<file path="src/rtl/latch_mon_pkg.sv">
// latch_mon_pkg: shared FSM state type, default parameters and width helper for the latch edge monitor
package latch_mon_pkg;
  typedef enum logic [1:0] {
    IDLE_LO = 2'd0,
    CHK_HI  = 2'd1,
    IDLE_HI = 2'd2,
    CHK_LO  = 2'd3
  } state_e;
  localparam int SYNC_STAGES_DEF = 2;
  localparam int DEBOUNCE_DEF    = 4;
  localparam int CNT_W_DEF       = 8;
  // debounce counter width: enough to hold DEBOUNCE_CYCLES, never below one bit
  function automatic int db_width(input int n);
    return ($clog2(n + 1) < 1) ? 1 : $clog2(n + 1);
  endfunction
endpackage

</file>
<file path="src/rtl/latch_edge_monitor_if.sv">
// latch_edge_monitor_if: latch sample input, control and status bundle
//   master: drives Qin/En/Clr, observes Qstable/Rise/Fall/Rise_Cnt/Fall_Cnt/Sat
//   slave : the monitor side
interface latch_edge_monitor_if
  import latch_mon_pkg::*;
#(
  parameter int CNT_W = CNT_W_DEF
);
  logic             Qin;
  logic             En;
  logic             Clr;
  logic             Qstable;
  logic             Rise;
  logic             Fall;
  logic [CNT_W-1:0] Rise_Cnt;
  logic [CNT_W-1:0] Fall_Cnt;
  logic             Sat;
  modport master (output Qin, En, Clr, input Qstable, Rise, Fall, Rise_Cnt, Fall_Cnt, Sat);
  modport slave  (input Qin, En, Clr, output Qstable, Rise, Fall, Rise_Cnt, Fall_Cnt, Sat);
endinterface

</file>
<file path="src/rtl/bit_synchronizer.sv">
// bit_synchronizer: STAGES-deep flop chain bringing an asynchronous bit into the Clk domain
//   Clk, Rst_n (sync, active-low) ; d_i async input ; q_o synchronized output (last stage)
module bit_synchronizer #(
  parameter int STAGES = 2
) (
  input  logic Clk,
  input  logic Rst_n,
  input  logic d_i,
  output logic q_o
);
  logic [STAGES-1:0] sync_q;
  always_ff @(posedge Clk) sync_q <= !Rst_n ? '0 : {sync_q[STAGES-2:0], d_i};
  assign q_o = sync_q[STAGES-1];
endmodule

</file>
<file path="src/rtl/latch_edge_monitor.sv">
// latch_edge_monitor: synchronizes and debounces latch Qout, emits rise/fall pulses and saturating event counts
//   Clk, Rst_n (sync, active-low)
//   bus.Qin async level, bus.En freeze control, bus.Clr counter/Sat clear
//   bus.Qstable debounced level, bus.Rise/bus.Fall one-cycle pulses,
//   bus.Rise_Cnt/bus.Fall_Cnt saturating counts, bus.Sat sticky saturation flag
module latch_edge_monitor
  import latch_mon_pkg::*;
#(
  parameter int SYNC_STAGES     = SYNC_STAGES_DEF,
  parameter int DEBOUNCE_CYCLES = DEBOUNCE_DEF,
  parameter int CNT_W           = CNT_W_DEF
) (
  input  logic Clk,
  input  logic Rst_n,
  latch_edge_monitor_if.slave bus
);
  localparam int               DW       = db_width(DEBOUNCE_CYCLES);
  localparam logic [DW-1:0]    DB_LAST  = DW'(DEBOUNCE_CYCLES - 1);
  localparam logic [CNT_W-1:0] CNT_MAX  = '1;
  localparam logic [CNT_W-1:0] CNT_NEAR = CNT_MAX - CNT_W'(1);
  logic             s;
  state_e           state_q, state_d;
  logic [DW-1:0]    db_q, db_d;
  logic             qstable_q, qstable_d;
  logic             rise_q, rise_d, fall_q, fall_d;
  logic [CNT_W-1:0] rise_cnt_q, rise_cnt_d, fall_cnt_q, fall_cnt_d;
  logic             sat_q, sat_d;
  logic             done, rise_inc, fall_inc;
  bit_synchronizer #(.STAGES(SYNC_STAGES)) u_sync (
    .Clk  (Clk),
    .Rst_n(Rst_n),
    .d_i  (bus.Qin),
    .q_o  (s)
  );
  assign done = (db_q == DB_LAST);
  always_ff @(posedge Clk) state_q <= !Rst_n ? IDLE_LO : state_d;
  // a disabled monitor abandons any debounce in progress and holds its idle level
  always_comb begin
    state_d = state_q;
    if (!bus.En)
      state_d = (state_q == CHK_HI) ? IDLE_LO : (state_q == CHK_LO) ? IDLE_HI : state_q;
    else
      case (state_q)
        IDLE_LO: state_d = !s ? IDLE_LO : (DEBOUNCE_CYCLES == 1) ? IDLE_HI : CHK_HI;
        CHK_HI:  state_d = !s ? IDLE_LO : done ? IDLE_HI : CHK_HI;
        IDLE_HI: state_d = s ? IDLE_HI : (DEBOUNCE_CYCLES == 1) ? IDLE_LO : CHK_LO;
        CHK_LO:  state_d = s ? IDLE_HI : done ? IDLE_LO : CHK_LO;
        default: state_d = IDLE_LO;
      endcase
  end
  // pulses mark only accepted changes; a CHK state falling back to its own IDLE is a rejected glitch
  always_comb begin
    rise_d     = (state_d == IDLE_HI) && (state_q == IDLE_LO || state_q == CHK_HI);
    fall_d     = (state_d == IDLE_LO) && (state_q == IDLE_HI || state_q == CHK_LO);
    qstable_d  = (state_d == IDLE_HI) || (state_d == CHK_LO);
    db_d       = (state_d == CHK_HI || state_d == CHK_LO)
               ? ((state_q == state_d) ? db_q + DW'(1) : DW'(1)) : '0;
    rise_inc   = rise_q && bus.En;
    fall_inc   = fall_q && bus.En;
    rise_cnt_d = bus.Clr ? '0 : (rise_inc && rise_cnt_q != CNT_MAX) ? rise_cnt_q + CNT_W'(1) : rise_cnt_q;
    fall_cnt_d = bus.Clr ? '0 : (fall_inc && fall_cnt_q != CNT_MAX) ? fall_cnt_q + CNT_W'(1) : fall_cnt_q;
    sat_d      = bus.Clr ? 1'b0
               : sat_q | (rise_inc && rise_cnt_q >= CNT_NEAR) | (fall_inc && fall_cnt_q >= CNT_NEAR);
  end
  always_ff @(posedge Clk) begin
    if (!Rst_n) begin
      db_q       <= '0;
      qstable_q  <= 1'b0;
      rise_q     <= 1'b0;
      fall_q     <= 1'b0;
      rise_cnt_q <= '0;
      fall_cnt_q <= '0;
      sat_q      <= 1'b0;
    end else begin
      db_q       <= db_d;
      qstable_q  <= qstable_d;
      rise_q     <= rise_d;
      fall_q     <= fall_d;
      rise_cnt_q <= rise_cnt_d;
      fall_cnt_q <= fall_cnt_d;
      sat_q      <= sat_d;
    end
  end
  assign bus.Qstable  = qstable_q;
  assign bus.Rise     = rise_q;
  assign bus.Fall     = fall_q;
  assign bus.Rise_Cnt = rise_cnt_q;
  assign bus.Fall_Cnt = fall_cnt_q;
  assign bus.Sat      = sat_q;
endmodule

</file>
<file path="src/flat_wrapper.sv">
// flat-port wrapper written by rule: the top's interface ports become plain ports
module latch_edge_monitor_flat import latch_mon_pkg::*;
#(
  parameter int SYNC_STAGES     = SYNC_STAGES_DEF,
  parameter int DEBOUNCE_CYCLES = DEBOUNCE_DEF,
  parameter int CNT_W           = CNT_W_DEF
)
  (Clk, Rst_n, bus_Qin, bus_En, bus_Clr, bus_Qstable, bus_Rise, bus_Fall, bus_Rise_Cnt, bus_Fall_Cnt, bus_Sat);
  latch_edge_monitor_if #(.CNT_W(CNT_W)) bus_i ();
  input  logic Clk;
  input  logic Rst_n;
  input wire logic [$bits(bus_i.Qin)-1:0] bus_Qin;
  input wire logic [$bits(bus_i.En)-1:0] bus_En;
  input wire logic [$bits(bus_i.Clr)-1:0] bus_Clr;
  output wire logic [$bits(bus_i.Qstable)-1:0] bus_Qstable;
  output wire logic [$bits(bus_i.Rise)-1:0] bus_Rise;
  output wire logic [$bits(bus_i.Fall)-1:0] bus_Fall;
  output wire logic [$bits(bus_i.Rise_Cnt)-1:0] bus_Rise_Cnt;
  output wire logic [$bits(bus_i.Fall_Cnt)-1:0] bus_Fall_Cnt;
  output wire logic [$bits(bus_i.Sat)-1:0] bus_Sat;
  assign bus_i.Qin = bus_Qin;
  assign bus_i.En = bus_En;
  assign bus_i.Clr = bus_Clr;
  assign bus_Qstable = bus_i.Qstable;
  assign bus_Rise = bus_i.Rise;
  assign bus_Fall = bus_i.Fall;
  assign bus_Rise_Cnt = bus_i.Rise_Cnt;
  assign bus_Fall_Cnt = bus_i.Fall_Cnt;
  assign bus_Sat = bus_i.Sat;
  latch_edge_monitor #(.SYNC_STAGES(SYNC_STAGES), .DEBOUNCE_CYCLES(DEBOUNCE_CYCLES), .CNT_W(CNT_W)) u_core (.Clk(Clk), .Rst_n(Rst_n), .bus(bus_i));
endmodule
</file>
<file path="config.mk">
export PLATFORM = sky130hd
export DESIGN_NAME = latch_edge_monitor_flat
export DESIGN_NICKNAME = d
export VERILOG_FILES = /design/src/rtl/latch_mon_pkg.sv /design/src/rtl/latch_edge_monitor_if.sv /design/src/rtl/bit_synchronizer.sv /design/src/rtl/latch_edge_monitor.sv /design/src/flat_wrapper.sv
export SDC_FILE = /design/constraint.sdc
export NUM_CORES = 1
export LEC_CHECK = 0
export ABC_CLOCK_PERIOD_IN_PS = 1400
export CAP_MARGIN = 20
export CORE_UTILIZATION = 45
export DETAILED_ROUTE_END_ITERATION = 10
export MAX_ROUTING_LAYER = met4
export PLACE_DENSITY = 0.75
export SYNTH_ARGS = -nofsm -noshare
export SYNTH_HDL_FRONTEND = slang
export SYNTH_SLANG_ARGS = --single-unit
</file>
<file path="constraint.sdc">
create_clock -name Clk -period 1.4 [get_ports Clk]
set_input_delay 0.35 -clock Clk [delete_from_list [all_inputs] [get_ports Clk]]
set_output_delay 0.35 -clock Clk [all_outputs]
set_load 0.01 [all_outputs]
</file>
; After elaboration in Yosys (flattened, before gate mapping)
; Cells that the tools add are included.
[totals]
ff_bits = 27
wordCells = 56
input_bits = 5
output_inout_bits = 20
[op_classes]
n_lt_le_gt_ge = 2
muxes = 11
eq_ne = 10
bitwise_logic = 3
n_addsub = 3
reduce_logical = 17
[op_table]
columns = cell, count
row1 = $add 8x1->8 const B, 2
row2 = $ge 8x8->1 const B, 2
row3 = $ne 8x8->1 const B, 2
row4 = $mux 2, 7
row5 = $eq 2x2->1 const B, 4
row6 = $logic_and 1x1->1, 8
row7 = $pmux 2 s4, 1
row8 = $eq 2x1->1 const B, 2
row9 = $logic_not 2->1, 2
row10 = $logic_or 1x1->1, 4
row11 = $add 3x1->3 const B, 1
row12 = $eq 3x2->1 const B, 1
row13 = $mux 1, 3
row14 = $reduce_and 3->1, 1
row15 = $eq 2x2->1, 1
row16 = $or 1x1->1, 2
row17 = $reduce_and 2->1, 1
row18 = $reduce_or 2->1, 1
row19 = $not 1->1, 1

; Depth between registers and ports, before layout
[logic_depth]
word_depth = 8
mapped_depth = 6
mapped_depth_nobuf = 6

; Cells and area by module
; A second synthesis with hierarchy kept.
[hier_totals]
hier_cells = 132
hier_area_um2 = 1241.2
[by_module_without_submodules]
columns = mod, seq_area_each_um2, instances, area_each_um2, cells_per_inst
row1 = latch_edge_monitor, 500.5, 1, 1188.6, 128
row2 = bit_synchronizer, 40.0, 1, 52.6, 4

; Worst setup path after synthesis
; OpenSTA, ideal clock, no wires.
[synth_timing]
path_type = register to register
from = reg u_core.fall_cnt_q[1] (netlist: u_core.bus.Fall_Cnt[1])
to = reg u_core.fall_cnt_q[6] (netlist: u_core.bus.Fall_Cnt[6])
slack_ns = -0.171
arrival_ns = 1.444
path_buffers = 0
t_required_ns = 1.272
stages_incl_launch_ff = 6
path_cell_list = dfxtp_1 ha_1 nand3_1 a2111oi_0 xnor2_1 nor2_1
[synth_between]
elab_chain_len = 2
elab_cells_between_ends = 3
[synth_rtl]
columns = item, line_no
row1 = start: declaration, latch_edge_monitor.sv:26  ; logic [CNT_W-1:0] rise_cnt_q, rise_cnt_d, fall_cnt_q, fall_cnt_d;
row2 = start signal: assignment, latch_edge_monitor.sv:80  ; fall_cnt_q <= fall_cnt_d;
row3 = "parallel branches: the longest is 2 deep, another holds $add 8x1->8", --
; Several ways; the timed one is not identified.
; A chain may end at the register's enable or synchronous reset.

; Worst setup path in the final report
[layout_timing]
from = reg u_core.fall_cnt_q[0] (netlist: u_core.bus.Fall_Cnt[0])
to = reg u_core.fall_cnt_q[5] (netlist: u_core.bus.Fall_Cnt[5])
; Same word-level chain as after synthesis.

==> flow_summary.ini <==
[critical_path]
cp-startpoint = u_core.bus.Fall_Cnt[0]
start_kind = register
rr_worst_depth = 5
cp.arrival_ns = 1.71
rr_endpoint = u_core.bus.Fall_Cnt[5]
cp-end-kind = register
rrSetupSlack_ns = -0.03
crit_end = u_core.bus.Fall_Cnt[5]
rr_startpoint = u_core.bus.Fall_Cnt[0]
crit_fanout = 4
path_class = reg2reg
cp.required_ns = 1.68

[route]
routed_wl_um = 3400
wl_met2_um = 1650
ant_nets = 0
first_iter_violations = 44
routedLengthMet1_um = 1520
post_drt_wl_per_cell_um = 14.9
via_count = 1288
route.met3.wl_um = 151
firstDrtPassIters = 8
dr.max_layer_used = met4
route.detailed.drc = 0
via_per_inst = 5.65

[yosys]
ys_dominant_reg_cell = dfxtp_1
netlist_top_cells_area = dfxtp_1, ha_1, nor2_1, xnor2_1, a21oi_1
synth_top_area_share_pct = 42.4
ys_seq_area_share_pct = 42.4
synth_cells = 139
synth_common_cells = dfxtp_1, nor2_1, a21oi_1, inv_1, nand3_1
yosysUniqueCellTypes = 40
ys_async_sr_fraction_pct = 0
syn-num-nets = 151
syn_avg_cell_area_um2 = 9.17
synth_seq_cells = 27
synth_edf_count = 0
yosys.area.top_type = dfxtp_1
yosysMostFrequentCell = dfxtp_1
syn_area_um2 = 1270
synth_warnings = 0

[floorplanning]
rows = 18
ios = 25
initial_core_util_pct = 49.7
die_y_um = 55.2
dieArea_um2 = 3050
die_w_um = 55.2
design.core.area_um2 = 2570

[clock_network]
cts_buffers = 3
cts_tree = yes
insertion_delay_ns = 0.34
cts_max_level = 1
cts_buffer_depth = 2
hold_buffers = 0
clkTransAtPathRegs_ns = 0.16
cts-root-buf = clkbuf_4
cts_sinks = 27

[timing]
fin_crit_sh_pct = 102
maxSlewViolCount = 0
final-hold-violation-count = 0
setup_violations = 1
relSlewSlack_pct = 80.7
max_freq_mhz = 699
fin_ws_ns = -0.0300
rsz0062_at_grt = true
worst_pin_slew_ns = 0.286
min_period_ns = 1.43
finClkSkew_ns = 0.00921

[pwr]
p_total_mw = 1.17
power.density_nw_per_um2 = 581
ir_drop_mv = 0.573
cellLeakagePower_nw = 0.816

[layout]
synthToLayoutAreaGrowth_pct = 58.0
drive_gt1_share_pct = 41.9
final_util_pct = 78.5
diodes = 0
fin_nets = 211

[outcome]
outcome = finished with violations
violations = setup timing

[hold_path]
hp-class = reg2reg

[grt]
gr-total-overflow = 0
gr-usage-all-layers_pct = 23.0
grt_pass1_vias = 1277
grt_max_degree = 17
antenna_found_initial = 0
grt_pass1_wl_um = 5610

[placement]
place_congestion = 0.972
portBuffers = 24
dpl.hpwl_um = 2210
dp_slack_ns = -0.477

[flow_run]
drv_cap = 0
## layout by cell type, fill, tap and decap left out, types with 4 or more instances in the layout
| cell | netlist | layout |
|---|---|---|
| a21oi_1 | 8 | 5 |
| dfxtp_4 | 0 | 10 |
| dlygate4sd2_1 | 0 | 19 |
| nand3_1 | 8 | 6 |
| nor2_1 | 14 | 14 |
| a211oi_1 | 5 | 4 |
| dfxtp_1 | 27 | 8 |
| xnor2_1 | 6 | 5 |
| buf_4 | 0 | 33 |
| nand2_1 | 7 | 7 |
| nand4_1 | 5 | 5 |
| inv_1 | 8 | 7 |
| dfxtp_2 | 0 | 9 |
## sequential cells by signal, indices dropped and copies added (netlist names)
signal	flops
u_core.state_q	2
u_core.bus.Rise	1
u_core.bus.Fall	1
u_core.bus.Rise_Cnt	8
u_core.u_sync.sync_q	2
u_core.bus.Qstable	1
u_core.db_q	3
u_core.bus.Sat	1
u_core.bus.Fall_Cnt	8
## metrics by stage
stage | hold slack [ns] | TNS, ns | instance area, um2 | instances
3_5_place_dp | 0.432 | -8.15 | 1700 | 210
5_1_grt | 0.494 | -0.124 | 2010 | 228
6_report | 0.467 | -0.0300 | 2010 | 228
3_3_place_gp | 0.417 | -7.30 | 1700 | 210
4_1_cts | 0.468 | -0.0471 | 1880 | 224
2_1_floorplan | 0.412 | -0.00851 | 1290 | 139
## power by group
group | internal (mW) | switching, mW | total [mW]
clock network | 0.110 | 0.255 | 0.365
logic | 0.0248 | 0.0260 | 0.0507
registers | 0.753 | 0.00302 | 0.756
## layout make-up
class	instances	area [um2]
multi-input cells	100	846
well taps	30	37.5
inverters	8	30.0
clock inverters	1	7.51
fillers	177	553
repair buffers	59	482
clock buffers	3	22.5
flip-flops and latches	27	589
## how the worst min path moves through the flow
stage	start	end	cells past startpoint
floorplan	u_core.u_sync.sync_q[0]	u_core.u_sync.sync_q[1]	1
CTS	u_core.u_sync.sync_q[0]	u_core.u_sync.sync_q[1]	1
finish	u_core.u_sync.sync_q[0]	u_core.u_sync.sync_q[1]	1
global placement	u_core.u_sync.sync_q[0]	u_core.u_sync.sync_q[1]	1
global route	u_core.u_sync.sync_q[0]	u_core.u_sync.sync_q[1]	1
detailed placement	u_core.u_sync.sync_q[0]	u_core.u_sync.sync_q[1]	1
## metal layers
layer | global-route usage (%) | vias to the layer above
met5 | - | -
met4 | 9.64 | 0
met2 | 37.5 | 46
met3 | 3.75 | 10
met1 | 28.3 | 607
li1 | - | 625
## repair_timing
item	4_1_cts	5_1_grt
gates resized for setup	57	23
pin swaps	4	12
endpoints found under the setup margin	34	17
setup buffers	10	5
## critical path, stage by stage (launching register included)
cell and delay [ns]:
dfxtp_4 0.40, buf_6 0.10, nand4_4 0.06, or2_4 0.27
or4_4 0.41, a21oi_2 0.12
## logic make-up after synthesis
kind of cell	count (synthesis)	share of synthesized area [%]
multiplexers	2	1.57
XOR/XNOR	7	4.81
buffers and inverters	12	4.22
adder cells (fa/ha/maj)	7	6.87
flip-flops	27	42.4
AND/OR/NAND/NOR	58	25.4
AO/OA/AOI/OAI	26	14.7
No activity file was read; power rests on OpenSTA's default activity.
